[src/rtl/oam_dma_if.sv]
// oam_dma_if: CPU, source-bus and OAM-write signals of the OAM DMA controller.
//   master (controller): in  cpu_sel, cpu_wr, cpu_addr[15:0], cpu_di[7:0], dma_data[7:0]
//                        out cpu_do[7:0], busy, dma_rd, dma_addr[15:0],
//                            oam_wr, oam_addr[7:0], oam_data[7:0], cpu_block
//   slave (system side): the same signals, opposite directions
interface oam_dma_if;
   logic        cpu_sel;
   logic        cpu_wr;
   logic [15:0] cpu_addr;
   logic [7:0]  cpu_di;
   logic [7:0]  cpu_do;
   logic        busy;
   logic        dma_rd;
   logic [15:0] dma_addr;
   logic [7:0]  dma_data;
   logic        oam_wr;
   logic [7:0]  oam_addr;
   logic [7:0]  oam_data;
   logic        cpu_block;
   modport master (
      input  cpu_sel, cpu_wr, cpu_addr, cpu_di, dma_data,
      output cpu_do, busy, dma_rd, dma_addr, oam_wr, oam_addr, oam_data, cpu_block
   );
   modport slave (
      output cpu_sel, cpu_wr, cpu_addr, cpu_di, dma_data,
      input  cpu_do, busy, dma_rd, dma_addr, oam_wr, oam_addr, oam_data, cpu_block
   );
endinterface

[src/rtl/oam_dma_ctrl.sv]
// oam_dma_ctrl: sequences the $FF46 OAM DMA, copying XFER_LEN bytes from page $XX00 into OAM.
//   clk      in  system clock, rising edge
//   reset_n  in  asynchronous active-low reset
//   bus      oam_dma_if.master: CPU write port/readback, source bus, OAM write port, cpu_block
//   OAM_DMA_CPU_BLOCK_EN defined: cpu_block flags CPU accesses outside $FF80-$FFFF/$FF46 while busy;
//   undefined: cpu_block tied low.
module oam_dma_ctrl #(
   parameter int XFER_LEN     = 160,
   parameter int CYC_PER_BYTE = 4,
   parameter int START_DELAY  = 4
) (
   input logic       clk,
   input logic       reset_n,
   oam_dma_if.master bus
);
   typedef enum logic [1:0] {IDLE, START, XFER} state_t;
   localparam logic [3:0] DLY     = 4'(START_DELAY);
   localparam logic [3:0] CYC_WR  = 4'(CYC_PER_BYTE - 2);
   localparam logic [3:0] CYC_END = 4'(CYC_PER_BYTE - 1);
   localparam logic [7:0] IDX_END = 8'(XFER_LEN - 1);
   state_t      r_state;
   logic [7:0]  r_page, r_src, r_idx, r_oam_addr;
   logic [3:0]  r_dly, r_cyc;
   logic        r_busy, r_rd, r_oam_wr;
   logic [15:0] r_addr;
   logic        w_wr;
   assign w_wr = bus.cpu_sel && bus.cpu_wr;
   always_ff @(posedge clk or negedge reset_n)
      if (!reset_n) begin
         r_state    <= IDLE;
         r_page     <= '0;
         r_src      <= '0;
         r_idx      <= '0;
         r_oam_addr <= '0;
         r_dly      <= '0;
         r_cyc      <= '0;
         r_busy     <= 1'b0;
         r_rd       <= 1'b0;
         r_oam_wr   <= 1'b0;
         r_addr     <= '0;
      end else if (w_wr) begin
         // every accepted write (re)starts from byte 0; echo RAM pages fold onto $C0-$DF
         r_state  <= START;
         r_page   <= bus.cpu_di;
         r_src    <= (bus.cpu_di >= 8'hE0) ? (bus.cpu_di & 8'hDF) : bus.cpu_di;
         r_dly    <= DLY;
         r_idx    <= '0;
         r_cyc    <= '0;
         r_busy   <= 1'b1;
         r_rd     <= 1'b0;
         r_oam_wr <= 1'b0;
         r_addr   <= '0;
      end else if (r_state == START) begin
         r_dly <= r_dly - 4'd1;
         if (r_dly == 4'd0) begin
            r_state <= XFER;
            r_rd    <= 1'b1;
            r_addr  <= {r_src, 8'h00};
         end
      end else if (r_state == XFER) begin
         r_cyc    <= r_cyc + 4'd1;
         r_oam_wr <= 1'b0;
         // raise the strobe one edge early so it occupies the slot's last clk
         if (r_cyc == CYC_WR) begin
            r_oam_wr   <= 1'b1;
            r_oam_addr <= r_idx;
         end
         if (r_cyc == CYC_END) begin
            r_cyc <= '0;
            if (r_idx == IDX_END) begin
               r_state <= IDLE;
               r_busy  <= 1'b0;
               r_rd    <= 1'b0;
               r_addr  <= '0;
            end else begin
               r_idx  <= r_idx + 8'd1;
               r_addr <= {r_src, r_idx + 8'd1};
            end
         end
      end
   assign bus.cpu_do   = r_page;
   assign bus.busy     = r_busy;
   assign bus.dma_rd   = r_rd;
   assign bus.dma_addr = r_addr;
   assign bus.oam_wr   = r_oam_wr;
   assign bus.oam_addr = r_oam_addr;
   // source data arrives one clk after the address, i.e. during the strobe clk itself
   assign bus.oam_data = r_oam_wr ? bus.dma_data : 8'h00;
`ifdef OAM_DMA_CPU_BLOCK_EN
   assign bus.cpu_block = r_busy && (bus.cpu_addr[15:7] != 9'h1FF) && !bus.cpu_sel;
`else
   assign bus.cpu_block = 1'b0;
`endif
endmodule

[src/flat_wrapper.sv]
// flat-port wrapper written by rule: the top's interface ports become plain ports
module oam_dma_ctrl_flat 
#(
   parameter int XFER_LEN     = 160,
   parameter int CYC_PER_BYTE = 4,
   parameter int START_DELAY  = 4
)
  (clk, reset_n, bus_cpu_sel, bus_cpu_wr, bus_cpu_addr, bus_cpu_di, bus_dma_data, bus_cpu_do, bus_busy, bus_dma_rd, bus_dma_addr, bus_oam_wr, bus_oam_addr, bus_oam_data, bus_cpu_block);
  oam_dma_if bus_i ();
  input logic clk;
  input logic reset_n;
  input wire logic [$bits(bus_i.cpu_sel)-1:0] bus_cpu_sel;
  input wire logic [$bits(bus_i.cpu_wr)-1:0] bus_cpu_wr;
  input wire logic [$bits(bus_i.cpu_addr)-1:0] bus_cpu_addr;
  input wire logic [$bits(bus_i.cpu_di)-1:0] bus_cpu_di;
  input wire logic [$bits(bus_i.dma_data)-1:0] bus_dma_data;
  output wire logic [$bits(bus_i.cpu_do)-1:0] bus_cpu_do;
  output wire logic [$bits(bus_i.busy)-1:0] bus_busy;
  output wire logic [$bits(bus_i.dma_rd)-1:0] bus_dma_rd;
  output wire logic [$bits(bus_i.dma_addr)-1:0] bus_dma_addr;
  output wire logic [$bits(bus_i.oam_wr)-1:0] bus_oam_wr;
  output wire logic [$bits(bus_i.oam_addr)-1:0] bus_oam_addr;
  output wire logic [$bits(bus_i.oam_data)-1:0] bus_oam_data;
  output wire logic [$bits(bus_i.cpu_block)-1:0] bus_cpu_block;
  assign bus_i.cpu_sel = bus_cpu_sel;
  assign bus_i.cpu_wr = bus_cpu_wr;
  assign bus_i.cpu_addr = bus_cpu_addr;
  assign bus_i.cpu_di = bus_cpu_di;
  assign bus_i.dma_data = bus_dma_data;
  assign bus_cpu_do = bus_i.cpu_do;
  assign bus_busy = bus_i.busy;
  assign bus_dma_rd = bus_i.dma_rd;
  assign bus_dma_addr = bus_i.dma_addr;
  assign bus_oam_wr = bus_i.oam_wr;
  assign bus_oam_addr = bus_i.oam_addr;
  assign bus_oam_data = bus_i.oam_data;
  assign bus_cpu_block = bus_i.cpu_block;
  oam_dma_ctrl #(.XFER_LEN(XFER_LEN), .CYC_PER_BYTE(CYC_PER_BYTE), .START_DELAY(START_DELAY)) u_core (.clk(clk), .reset_n(reset_n), .bus(bus_i));
endmodule
[config.mk]
export PLATFORM = sky130hd
export DESIGN_NAME = oam_dma_ctrl_flat
export DESIGN_NICKNAME = d
export VERILOG_FILES = /design/src/rtl/oam_dma_if.sv /design/src/rtl/oam_dma_ctrl.sv /design/src/flat_wrapper.sv
export SDC_FILE = /design/constraint.sdc
export NUM_CORES = 1
export LEC_CHECK = 0
export BUFFER_PORTS_ARGS = -buffer_cell sky130_fd_sc_hd__buf_2
export CELL_PAD_IN_SITES_DETAIL_PLACEMENT = 1
export CELL_PAD_IN_SITES_GLOBAL_PLACEMENT = 1
export CORE_MARGIN = 5
export CORE_UTILIZATION = 38
export CTS_CLUSTER_DIAMETER = 150
export DETAILED_ROUTE_END_ITERATION = 16
export GPL_TIMING_DRIVEN = 0
export PLACE_DENSITY = 0.82
export SETUP_SLACK_MARGIN = 0.4
export SLEW_MARGIN = 25
export SYNTH_ARGS = -nofsm -noshare
export SYNTH_HDL_FRONTEND = slang
export SYNTH_SLANG_ARGS = --single-unit
export TNS_END_PERCENT = 1
[constraint.sdc]
create_clock -name clk -period 2.3 [get_ports clk]
set_input_delay 0.115 -clock clk [delete_from_list [all_inputs] [get_ports clk]]
set_output_delay 0.115 -clock clk [all_outputs]
set_load 0.1 [all_outputs]
# ---- Yosys cells after proc, flatten, opt, wreduce, memory -nomap -nowiden
# Cells that the tools add are included.
dict set report word_totals {
  ff_bits 61
  wordCells 77
}
dict set report classes {
  addsub 3
  order_cmp 1
  n_eq_ne 8
  muxes 37
  bitwise_logic 2
  reduce_logical 15
}
# operator n
set op_table {}
lappend op_table {{$mux W16} 6}
lappend op_table {{$mux W8} 6}
lappend op_table {{$mux W4} 6}
lappend op_table {{$reduce_and A4 Y1} 4}
lappend op_table {{$mux W1} 12}
lappend op_table {{$mux W2} 6}
lappend op_table {{$reduce_bool A3 Y1} 3}
lappend op_table {{$add A8 B1 Y8 const B} 1}
lappend op_table {{$eq A4 B2 Y1 const B} 2}
lappend op_table {{$eq A8 B8 Y1 const B} 1}
lappend op_table {{$ge A8 B8 Y1 const B} 1}
lappend op_table {{$reduce_bool A2 Y1} 4}
lappend op_table {{$mux W6} 1}
lappend op_table {{$add A4 B1 Y4 const B} 1}
lappend op_table {{$logic_not A4 Y1} 1}
lappend op_table {{$ne A2 B1 Y1 const B} 2}
lappend op_table {{$sub A4 B1 Y4 const B} 1}
lappend op_table {{$ne A3 B2 Y1 const B} 1}
lappend op_table {{$reduce_and A3 Y1} 1}
lappend op_table {{$eq A2 B1 Y1 const B} 1}
lappend op_table {{$eq A2 B2 Y1 const B} 1}
lappend op_table {{$not A1 Y1} 2}
lappend op_table {{$reduce_and A2 Y1} 1}
lappend op_table {{$logic_and A1 B1 Y1} 1}

# ---- Depth between registers and ports, before layout
# Gate-level depths: netlist (run 1).
dict set report depth {
  depth_word 6
  depth_mapped 8
  ltp_nobuf 6
}

# ---- Worst setup path after synthesis (run 1)
# Ideal clock, no wire load.
dict set report synth_timing {
  kind {flip-flop to flip-flop}
  startpoint {register, netlist name u_core.bus.dma_rd}
  endpoint {register u_core.r_addr[10] (netlist: u_core.bus.dma_addr[10])}
  setup_ps 123
  arrival_ps 2594
  path_slack_ps -417
  path_stages_with_launch 8
  path_cell_list {dfrtp_1 -> inv_1 -> ha_1 -> or4_1 -> clkbuf_1 -> and3_4 -> buf_6 -> a32o_1}
}
# item line_no
set synth_rtl {}
lappend synth_rtl {{to (signal assigned)} oam_dma_ctrl.sv:58} ;# r_addr <= {r_src, 8'h00};
lappend synth_rtl {{to (signal assigned)} oam_dma_ctrl.sv:77} ;# r_addr <= {r_src, r_idx + 8'd1};
lappend synth_rtl {{to (decl)} oam_dma_ctrl.sv:25} ;# logic [15:0] r_addr;

# ---- Worst setup path in the final report (run 1)
dict set report layout_timing {
  startpoint {register u_core.r_cyc[0]}
  endpoint {register u_core.r_addr[10] (netlist: u_core.bus.dma_addr[10])}
}
dict set report layout_between {
  elab_chain_len 3
}
# item line_no
set layout_rtl {}
lappend layout_rtl {{from (decl)} oam_dma_ctrl.sv:23} ;# logic [3:0] r_dly, r_cyc;
lappend layout_rtl {{from (signal assigned)} oam_dma_ctrl.sv:61} ;# r_cyc <= r_cyc + 4'd1;
lappend layout_rtl {{$eq A4 B2 Y1} oam_dma_ctrl.sv:68} ;# if (r_cyc == CYC_END) begin
lappend layout_rtl {{$reduce_bool A3 Y1 (no source line)} n/a}
lappend layout_rtl {{$reduce_and A3 Y1 (no source line)} n/a}
# Every way passes these cells.
# A chain may end at the register's enable or synchronous reset.

==> results of run 1 <==
==> final timing paths <==
kind                                        startpoint                      end  slack (ns)  cells past startpoint
worst max-delay path                   u_core.r_cyc[0]  u_core.bus.dma_addr[10]        0.14                      8
worst min-delay path                     bus_cpu_di[4]          u_core.r_src[4]        0.01                      3
worst max register to register         u_core.r_cyc[0]  u_core.bus.dma_addr[10]        0.14                      8
worst min register to register  u_core.bus.dma_addr[6]   u_core.bus.dma_addr[6]        0.50                      1
max in group asynchronous                      reset_n        u_core.bus.dma_rd        1.41                      2
min in group asynchronous                      reset_n   u_core.bus.dma_addr[5]        0.38                      2
==> what timing repair did <==
| action | 4_1_cts | 5_1_grt |
|---|---|---|
| endpoints found under the setup margin | 34 | 35 |
| hold buffers | 2 | 1 |
| gates cloned | 0 | 1 |
| endpoints found under the hold margin | 54 | 1 |
| pin swaps | 2 | 2 |
| resized for setup | 6 | 7 |
| setup buffers | 6 | 1 |
==> synth_stat cells <==
master | number | area share
conb_1 | 1 | 0.0015
a32o_1 | 8 | 0.032
buf_1 | 2 | 0.0030
a211o_1 | 1 | 0.0035
nor3_1 | 3 | 0.0059
or3b_1 | 1 | 0.0035
nand2b_1 | 1 | 0.0025
xnor2_1 | 10 | 0.035
buf_6 | 2 | 0.0089
buf_2 | 1 | 0.0020
nor2_1 | 12 | 0.018
and3_1 | 1 | 0.0025
ha_1 | 6 | 0.030
a211oi_2 | 1 | 0.0049
a31o_2 | 2 | 0.0069
o21ai_0 | 4 | 0.0079
a2bb2oi_4 | 1 | 0.010
o22ai_1 | 1 | 0.0025
a21oi_1 | 13 | 0.026
inv_1 | 5 | 0.0074
nand2_1 | 45 | 0.067
a22o_1 | 1 | 0.0035
nand3_1 | 10 | 0.020
nor2b_1 | 1 | 0.0025
and3_4 | 1 | 0.0044
a21oi_2 | 2 | 0.0069
dfrtp_1 | 53 | 0.52
nand4b_1 | 1 | 0.0035
o31ai_1 | 1 | 0.0030
mux2_2 | 9 | 0.040
or2_2 | 1 | 0.0025
o2bb2ai_1 | 3 | 0.010
clkbuf_1 | 8 | 0.012
nand4_1 | 1 | 0.0025
nor4b_1 | 1 | 0.0035
and2_1 | 9 | 0.022
o32ai_1 | 1 | 0.0035
xor2_1 | 3 | 0.010
and4bb_2 | 1 | 0.0049
nor4_1 | 2 | 0.0049
or3_1 | 5 | 0.012
or4_1 | 1 | 0.0030
buf_4 | 8 | 0.024
==> per-layer routing <==
| layer | GRT usage | share of wire | up-vias |
|---|---|---|---|
| met1 | 0.203 | 0.42 | 1074 |
| li1 | - | - | 989 |
| met5 | 0 | 0 | - |
| met3 | 0.0450 | 0.049 | 11 |
| met2 | 0.317 | 0.51 | 63 |
| met4 | 0.0408 | 0.017 | 0 |
==> flip-flops by register name, summed over array words and instances, names as in the netlist <==
| name | flops |
|---|---|
| u_core.r_cyc | 4 |
| u_core.r_state | 1 |
| u_core.bus.dma_addr | 16 |
| u_core.r_src | 7 |
| u_core.bus.dma_rd | 1 |
| u_core.bus.oam_addr | 8 |
| u_core.r_idx | 8 |
| u_core.bus.oam_wr | 1 |
| u_core.r_dly | 4 |
| u_core.bus.busy | 1 |
| u_core.bus.cpu_do | 2 |
==> cells by family after synthesis <==
group / Yosys count / share of synthesized area
compound gates: 39 / 0.120
xor+xnor: 13 / 0.0449
fa+ha+maj: 6 / 0.0296
buf+inv: 26 / 0.0567
flops: 53 / 0.523
mux: 9 / 0.0399
other cells: 1 / 0.00148
simple gates: 97 / 0.184
==> layout make-up <==
cell class | count | area, um^2
Buffer | 21 | 150
Clock buffer | 6 | 82.6
Clock inverter | 1 | 7.51
Fill cell | 743 | 3210
Inverter | 5 | 18.8
Multi-Input combinational cell | 165 | 1110
Sequential cell | 53 | 1330
Tap cell | 77 | 96.3
Timing Repair Buffer | 73 | 420
==> power by group <==
part           switching, mW  internal (mW)  leakage, nW
logic                  0.824          0.351        0.849
clock network          0.305          0.239       0.0433
registers             0.0850           1.05        0.705
==> stage by stage <==
| step | cell area [um^2] | std cells | setup slack [ns] |
|---|---|---|---|
| after floorplan | 2570 | 244 | 0.139 |
| after global placement | 2980 | 383 | 0.109 |
| after detailed placement | 2980 | 383 | 0.0437 |
| after CTS | 3160 | 398 | 0.155 |
| after global routing | 3210 | 401 | 0.107 |
| final | 3210 | 401 | 0.142 |
==> worst register-to-register path, cell delays in order (launching register included) <==
cell	delay, ns
dfrtp_1	0.37
ha_2	0.18
or3b_4	0.38
buf_6	0.13
or3_4	0.32
buf_6	0.15
and3_4	0.18
clkbuf_16	0.16
a32o_1	0.20
==> impl_results.md, run 1 <==
- Most frequent cells in the layout: buf_2, dfrtp_1, nand2_1, buf_4, a21oi_1
- Remaining DRCs: 0
- Max cap viols: 0
- Initial antenna violation count: 0
- Total Nets Final: 366
- Layout area overhead: 26.7%
- Most used cell along the critical path: buf_6
- Ys Warns: 0
- Row cnt: 29
- Worst path max stage delay: 0.38 ns
- Antenna fix cells: 0
- Pin count of the biggest net entering global routing: 54
- Sequential area share after synthesis: 0.523
- Flops & latches, synth: 53
- RSZ-0062 raised after global routing: true
- Port-buffer cells: 62
- Layout cells sized above 1: 0.367
- Per-cell routed wire length: 18.0 um
- GRT overflow: 0
- Reg clk slew, reported paths: 0.09 ns
- Pwr per Cell Area: 887 nW/um^2
- Setup CP Type: flop to flop
- Netlist cell types: 43
- Tightest Hold Check Type: primary input to flop
- Worst-skew pair later-pin latency: 0.30 ns
- Worst slew pin tran: 0.673 ns
- CTS HTree Levels: 2
- Detailed Route WL: 7.21 mm
- First-pass GRT wire length: 11.7 mm
- Most common cell after layout, fill and taps aside: buf_2
- Crit path DAT: 2.36 ns
- Core ar.: 6420 um^2
- CTS tree: yes
- GRT Total Usage: 0.173
- Min Hold Slack: 0.0131 ns
- Post-Syn Area: 2540 um^2
- Bufs and invs on worst path: 3
- Clock root buffer: clkbuf_8
- Final setup vio count: 0
- Final slew viol count: 0
- Syn Inst Count: 244
- Max stage delay cell, worst path: or3b_4
- Final ANT Viol Nets: 0
- CTS buffer count: 5
- Syn_area_per_cell: 10.4 um^2
- Vias per cell: 5.33
- Peak VDD IR: 0.000380 V
- Placer Congestion: 0.801
- Critical path startpoint category: flop
- Initial Utilization: 0.395
- Fin Setup TNS: 0 ns
- Die H: 91.7 um
- Drt initial violations: 84
- CP cell instances: ha_2 > or3b_4 > buf_6 > or3_4 > buf_6 > and3_4 > clkbuf_16 > a32o_1
- Crit. End Element: flop
- Relative slew slack: 0.552
- Final Hold Fails: 0
- Die Wd: 91.7 um
- Total power draw: 2.85 mW
- Critical path peak fanout: 8
- Fmax: 0.463 GHz
- DP HPWL: 5.10 mm
- Worst Path Required: 2.50 ns
- CTS max path bufs: 2
- Number of global-route vias before repair: 2313
- Syn nets: 286
- IO Count: 80
- Die area: 8410 um^2
- Final clock skew: 0.00340 ns
- Via count: 2137
- TritonCTS Sinks: 53
- Tmin final: 2.16 ns
- Outcome: complete, no violations
- Crit share post-route: 0.938
- Leak: 1.60 nW
- Crit-path leading delay family: simple AND/OR/NAND/NOR gates
- First-pass iteration count of the detailed router: 4
- Fin util: 0.500
No activity file was read; power rests on OpenSTA's default activity.
==> inputs of run 2 (changes only) <==
--- a/config.mk
+++ b/config.mk
@@ -13,6 +13,7 @@
 export CTS_CLUSTER_DIAMETER = 150
 export DETAILED_ROUTE_END_ITERATION = 16
 export GPL_TIMING_DRIVEN = 0
+export MAX_ROUTING_LAYER = met4
 export PLACE_DENSITY = 0.82
 export SETUP_SLACK_MARGIN = 0.4
 export SLEW_MARGIN = 25
==> impl_results.md, run 2 (synthesis gave the netlist of run 1 again) <==
- GR Layer Usage met2: 0.317
- Antenna fix cells: 0
- Post-place instance area: 2980 um^2
- Switching share of total power: 0.426
- Row cnt: 29
- Pwr per Cell Area: 889 nW/um^2
- Outcome: complete, no violations
- Setup CP Type: flop to flop
- TritonCTS Sinks: 53
- Core ar.: 6420 um^2
- Final Hold Fails: 0
- Total Nets Final: 366
- Fmax: 0.463 GHz
- Pin count of the biggest net entering global routing: 54
- FF-to-FF setup slack: 0.14 ns
- Max FFs per register: 16
- Total power draw: 2.86 mW
- Worst setup path end: u_core.bus.dma_addr[10]
- Power Internal: 1.64 mW
- Crit path DAT: 2.36 ns
- P_sw: 1.22 mW
- Placer Congestion: 0.812
- Relative slew slack: 0.548
- Final clock skew: 0.00331 ns
- Vias per cell: 5.34
- Most frequent cells in the layout: buf_2, dfrtp_1, nand2_1, buf_4, a21oi_1
- Worst Path Required: 2.50 ns
- Initial Utilization: 0.395
- R2r startpoint: u_core.r_cyc[0]
- IO Count: 80
- Reg clk slew, reported paths: 0.09 ns
- Layout area overhead: 26.7%
- Drt initial violations: 80
- CTS HTree Levels: 2
- Initial antenna violation count: 0
- GR Util met3: 0.0434
- CTS buffer count: 5
- Final setup vio count: 0
- DP HPWL: 5.10 mm
- Tmin final: 2.16 ns
- Remaining DRCs: 0
- Die Wd: 91.7 um
- Detailed Route WL: 7.22 mm
- CTS max path bufs: 2
- CP startpoint: u_core.r_cyc[0]
- Critical path peak fanout: 8
- Worst hold start: bus_cpu_di[4]
- Peak VDD IR: 0.000380 V
- Critical path startpoint category: flop
- Layout cells sized above 1: 0.367
- Final Instance Area: 3210 um^2
- GRT overflow: 0
- Final ANT Viol Nets: 0
- Worst-skew pair later-pin latency: 0.31 ns
- Most common cell after layout, fill and taps aside: buf_2
- Min Hold Slack: 0.0127 ns
- Combinational Power Share: 0.412
- RSZ-0062 raised after global routing: true
- Clock root buffer: clkbuf_8
- Reg-to-Reg End: u_core.bus.dma_addr[10]
- Most crowded layer after global routing: met2
- GRT Total Usage: 0.179
- Clk pwr share: 0.191
- Port-buffer cells: 62
- Die H: 91.7 um
- Met1 Resource Use GR: 0.204
- Fill cells: 743
- First-pass iteration count of the detailed router: 4
- Fin Setup TNS: 0 ns
- Seq pwr share: 0.397
- Die area: 8410 um^2
- Tightest Hold Check Type: primary input to flop
- Worst slew pin tran: 0.678 ns
- Crit. End Element: flop
- Crit share post-route: 0.938
- Leak: 1.60 nW
- First-pass GRT wire length: 11.7 mm
- Number of global-route vias before repair: 2312
- Per-cell routed wire length: 18.0 um
- Path depth of the worst reg2reg path: 8
- Fin util: 0.500
- CTS tree: yes
- Final slew viol count: 0
- Via count: 2140
- Max cap viols: 0
-- run 2: cell counts in the layout (fill, tap and decap cells not counted) --
No cell type changed its count.
-- run 2: cell type report --
| class | count | area [um^2] | share of cell area |
|---|---|---|---|
| flip-flops and latches | 53 | 1330 | 0.414 |
| multi-input cells | 165 | 1110 | 0.345 |
| repair buffers | 73 | 420 | 0.131 |
| plain buffers | 21 | 150 | 0.0467 |
| well taps | 77 | 96.3 | 0.0300 |
| clock buffers | 6 | 82.6 | 0.0257 |
| inverters | 5 | 18.8 | 0.00584 |
| clock inverters | 1 | 7.51 | 0.00234 |
-- run 2: worst min path at each step --
stage / end / slack, ns / cells past startpoint
floorplan: u_core.bus.busy / -0.18 / 0
global placement: u_core.r_src[3] / 0.32 / 3
detailed placement: u_core.bus.dma_addr[7] / 0.20 / 1
CTS: u_core.r_src[2] / 0.004 / 3
global route: u_core.r_src[4] / 0.005 / 3
finish: u_core.r_src[4] / 0.01 / 3
-- run 2: power groups by stage --
stage               Combinational (mW)  Sequential [mW]  Clock (mW)
finish                            1.18             1.13       0.546
global route                      1.25             1.15       0.601
CTS                               1.13             1.13       0.557
detailed placement                1.13             1.15           0
global placement                  1.09             1.14           0
floorplan                        0.535             1.50           0
-- run 2: per-layer routing --
metal,share of wire,routed length (um)
met1,0.42,3020
met2,0.52,3720
met3,0.049,351
met4,0.017,121
met5,0,0
-- run 2: timing repair --
action                                  CTS  global route
buffers inserted                          6             1
pin swaps                                 2             2
gates resized for setup                   6             7
cloned                                    0             1
hold buffers                              2             1
endpoints found under the setup margin   34            35
endpoints found under the hold margin    54             1
-- run 2: worst max-delay path, cell delays in order (launching register included) --
cell	delay [ns]
dfrtp_1	0.37
ha_2	0.18
or3b_4	0.38
buf_6	0.13
or3_4	0.32
buf_6	0.15
and3_4	0.17
clkbuf_16	0.16
a32o_1	0.20
-- run 2: metrics by stage --
step | std cells | setup WS, ns
after floorplan | 244 | 0.139
after global placement | 383 | 0.109
after detailed placement | 383 | 0.0437
after CTS | 398 | 0.155
after global routing | 401 | 0.108
final | 401 | 0.142
==> inputs of run 3 (changes only) <==
--- a/config.mk
+++ b/config.mk
@@ -5,7 +5,7 @@
 export SDC_FILE = /design/constraint.sdc
 export NUM_CORES = 1
 export LEC_CHECK = 0
-export BUFFER_PORTS_ARGS = -buffer_cell sky130_fd_sc_hd__buf_2
+export BUFFER_PORTS_ARGS = -buffer_cell sky130_fd_sc_hd__buf_4
 export CELL_PAD_IN_SITES_DETAIL_PLACEMENT = 1
 export CELL_PAD_IN_SITES_GLOBAL_PLACEMENT = 1
 export CORE_MARGIN = 5
@@ -15,7 +15,6 @@
 export GPL_TIMING_DRIVEN = 0
 export MAX_ROUTING_LAYER = met4
 export PLACE_DENSITY = 0.82
-export SETUP_SLACK_MARGIN = 0.4
 export SLEW_MARGIN = 25
 export SYNTH_ARGS = -nofsm -noshare
 export SYNTH_HDL_FRONTEND = slang
==> impl_results.md, run 3 (synthesis gave the netlist of run 1 again) <==
- Outcome: complete, no violations
- Worst path max stage delay: 0.40 ns
- Reg clk slew, reported paths: 0.10 ns
- RSZ-0062 raised after global routing: true
- Power Internal: 1.71 mW
- CP cell instances: ha_2 > or3b_1 > buf_2 > or3_1 > buf_6 > and3_4 > buf_6 > a32o_1
- Fin Setup TNS: 0 ns
- Final Instance Area: 3260 um^2
- Max cap viols: 0
- Pwr per Cell Area: 889 nW/um^2
- GRT Total Usage: 0.168
- Initial Utilization: 0.395
- IO Count: 80
- DP HPWL: 4.79 mm
- First-pass GRT wire length: 11.1 mm
- Footprint of the multi-input gates: 1080 um^2
- CTS tree: yes
- Layout cells sized above 1: 0.329
- Number of global-route vias before repair: 2253
- Most frequent cells in the layout: buf_4, dfrtp_1, nand2_1, a21oi_1, nor2_1
- Peak VDD IR: 0.000366 V
- Via count: 2097
- Clock root buffer: clkbuf_8
- R2r startpoint: u_core.r_cyc[1]
- Max stage delay cell, worst path: dfrtp_1
- Crit path DAT: 2.44 ns
- Layout area overhead: 28.6%
- Tmin final: 2.24 ns
- Die Wd: 91.7 um
- Crit. End Element: flop
- Total Nets Final: 357
- Post-place instance area: 3110 um^2
- Vias per cell: 5.34
- Final Hold Fails: 0
- Placer Congestion: 0.743
- Leak: 1.56 nW
- Worst slew pin tran: 0.680 ns
- Fill cells: 744
- P_sw: 1.19 mW
- First-pass iteration count of the detailed router: 4
- Core ar.: 6420 um^2
- TritonCTS Sinks: 53
- Per-cell routed wire length: 16.8 um
- Drt initial violations: 54
- Seq pwr share: 0.388
- Worst Path Required: 2.50 ns
- Pin count of the biggest net entering global routing: 54
- Port-buffer cells: 62
- Antenna fix cells: 0
- Worst-skew pair later-pin latency: 0.31 ns
- Combinational Power Share: 0.391
- CTS buffer count: 5
- Tightest Hold Check Type: primary input to flop
- Fmax: 0.447 GHz
- Min Hold Slack: 0.00316 ns
- Path depth of the worst reg2reg path: 8
- Clk pwr share: 0.221
- Most used cell along the critical path: buf_6
- WHS Path Cells: 3
- CTS max path bufs: 2
- Detailed Route WL: 6.60 mm
- Relative slew slack: 0.547
- Final ANT Viol Nets: 0
- Die area: 8410 um^2
- CP startpoint: u_core.r_cyc[1]
- Final slew viol count: 0
- Total power draw: 2.90 mW
- Die H: 91.7 um
- Final setup vio count: 0
- Setup CP Type: flop to flop
- Most common cell after layout, fill and taps aside: buf_4
- Switching share of total power: 0.410
- Critical path peak fanout: 10
- Remaining DRCs: 0
- Max FFs per register: 16
- Seq. cell area: 1330 um^2
- CTS HTree Levels: 2
- Worst hold start: bus_cpu_di[3]
- Final clock skew: 0.00967 ns
- Row cnt: 29
- Initial antenna violation count: 0
- Critical path startpoint category: flop
- Crit share post-route: 0.974
- GRT overflow: 0
run 3: path summary, 6_finish.rpt:
path | to | slack (ns)
worst min register to register | u_core.bus.cpu_do[5] | 0.49
worst max register to register | u_core.bus.dma_addr[9] | 0.06
worst min-delay path | u_core.r_src[3] | 0.003
worst max-delay path | u_core.bus.dma_addr[9] | 0.06
min in group asynchronous | u_core.bus.dma_addr[7] | 0.39
max in group asynchronous | u_core.bus.dma_rd | 1.40
run 3: what timing repair did:
action	4_1_cts	5_1_grt
setup buffers	0	0
hold buffers	3	0
gates resized for setup	2	3
setup endpoints to repair	12	18
hold endpoints to repair	55	0
run 3: per-stage QoR:
step,worst slack (ns),cells,utilization
2_1_floorplan,0.0100,244,-
3_3_place_gp,0.00685,383,0.484
3_5_place_dp,-0.0632,383,0.484
4_1_cts,0.0123,393,0.507
5_1_grt,-0.0263,393,0.508
6_report,0.0608,393,0.508
run 3: critical path: cells and delay by family, from the launching register on:
kind                     cells  cell delay [ns]
flip-flops                   1             0.40
AND/OR/NAND/NOR              3             0.83
AO/OA/AOI/OAI                1             0.20
adder cells (fa/ha/maj)      1             0.21
buffers and inverters        3             0.49
run 3: metal layers:
| layer | vias to the layer above | part of all wire | track usage |
|---|---|---|---|
| li1 | 976 | - | - |
| met1 | 1051 | 0.43 | 0.205 |
| met2 | 60 | 0.49 | 0.280 |
| met3 | 10 | 0.058 | 0.0311 |
| met4 | 0 | 0.017 | 0.0594 |
| met5 | - | 0 | - |
run 3: cell type report:
class,count,area share
Buffer,20,0.0387
Multi-Input combinational cell,165,0.332
Inverter,5,0.00575
Clock inverter,2,0.0119
Tap cell,77,0.0295
Clock buffer,6,0.0222
Timing Repair Buffer,65,0.152
Sequential cell,53,0.408
run 3: power by group through the flow:
stage	clock network [mW]	logic (mW)	registers, mW
detailed placement	0	1.13	1.15
global placement	0	1.10	1.14
global route	0.697	1.21	1.14
finish	0.642	1.13	1.13
CTS	0.658	1.14	1.13
floorplan	0	0.503	1.50
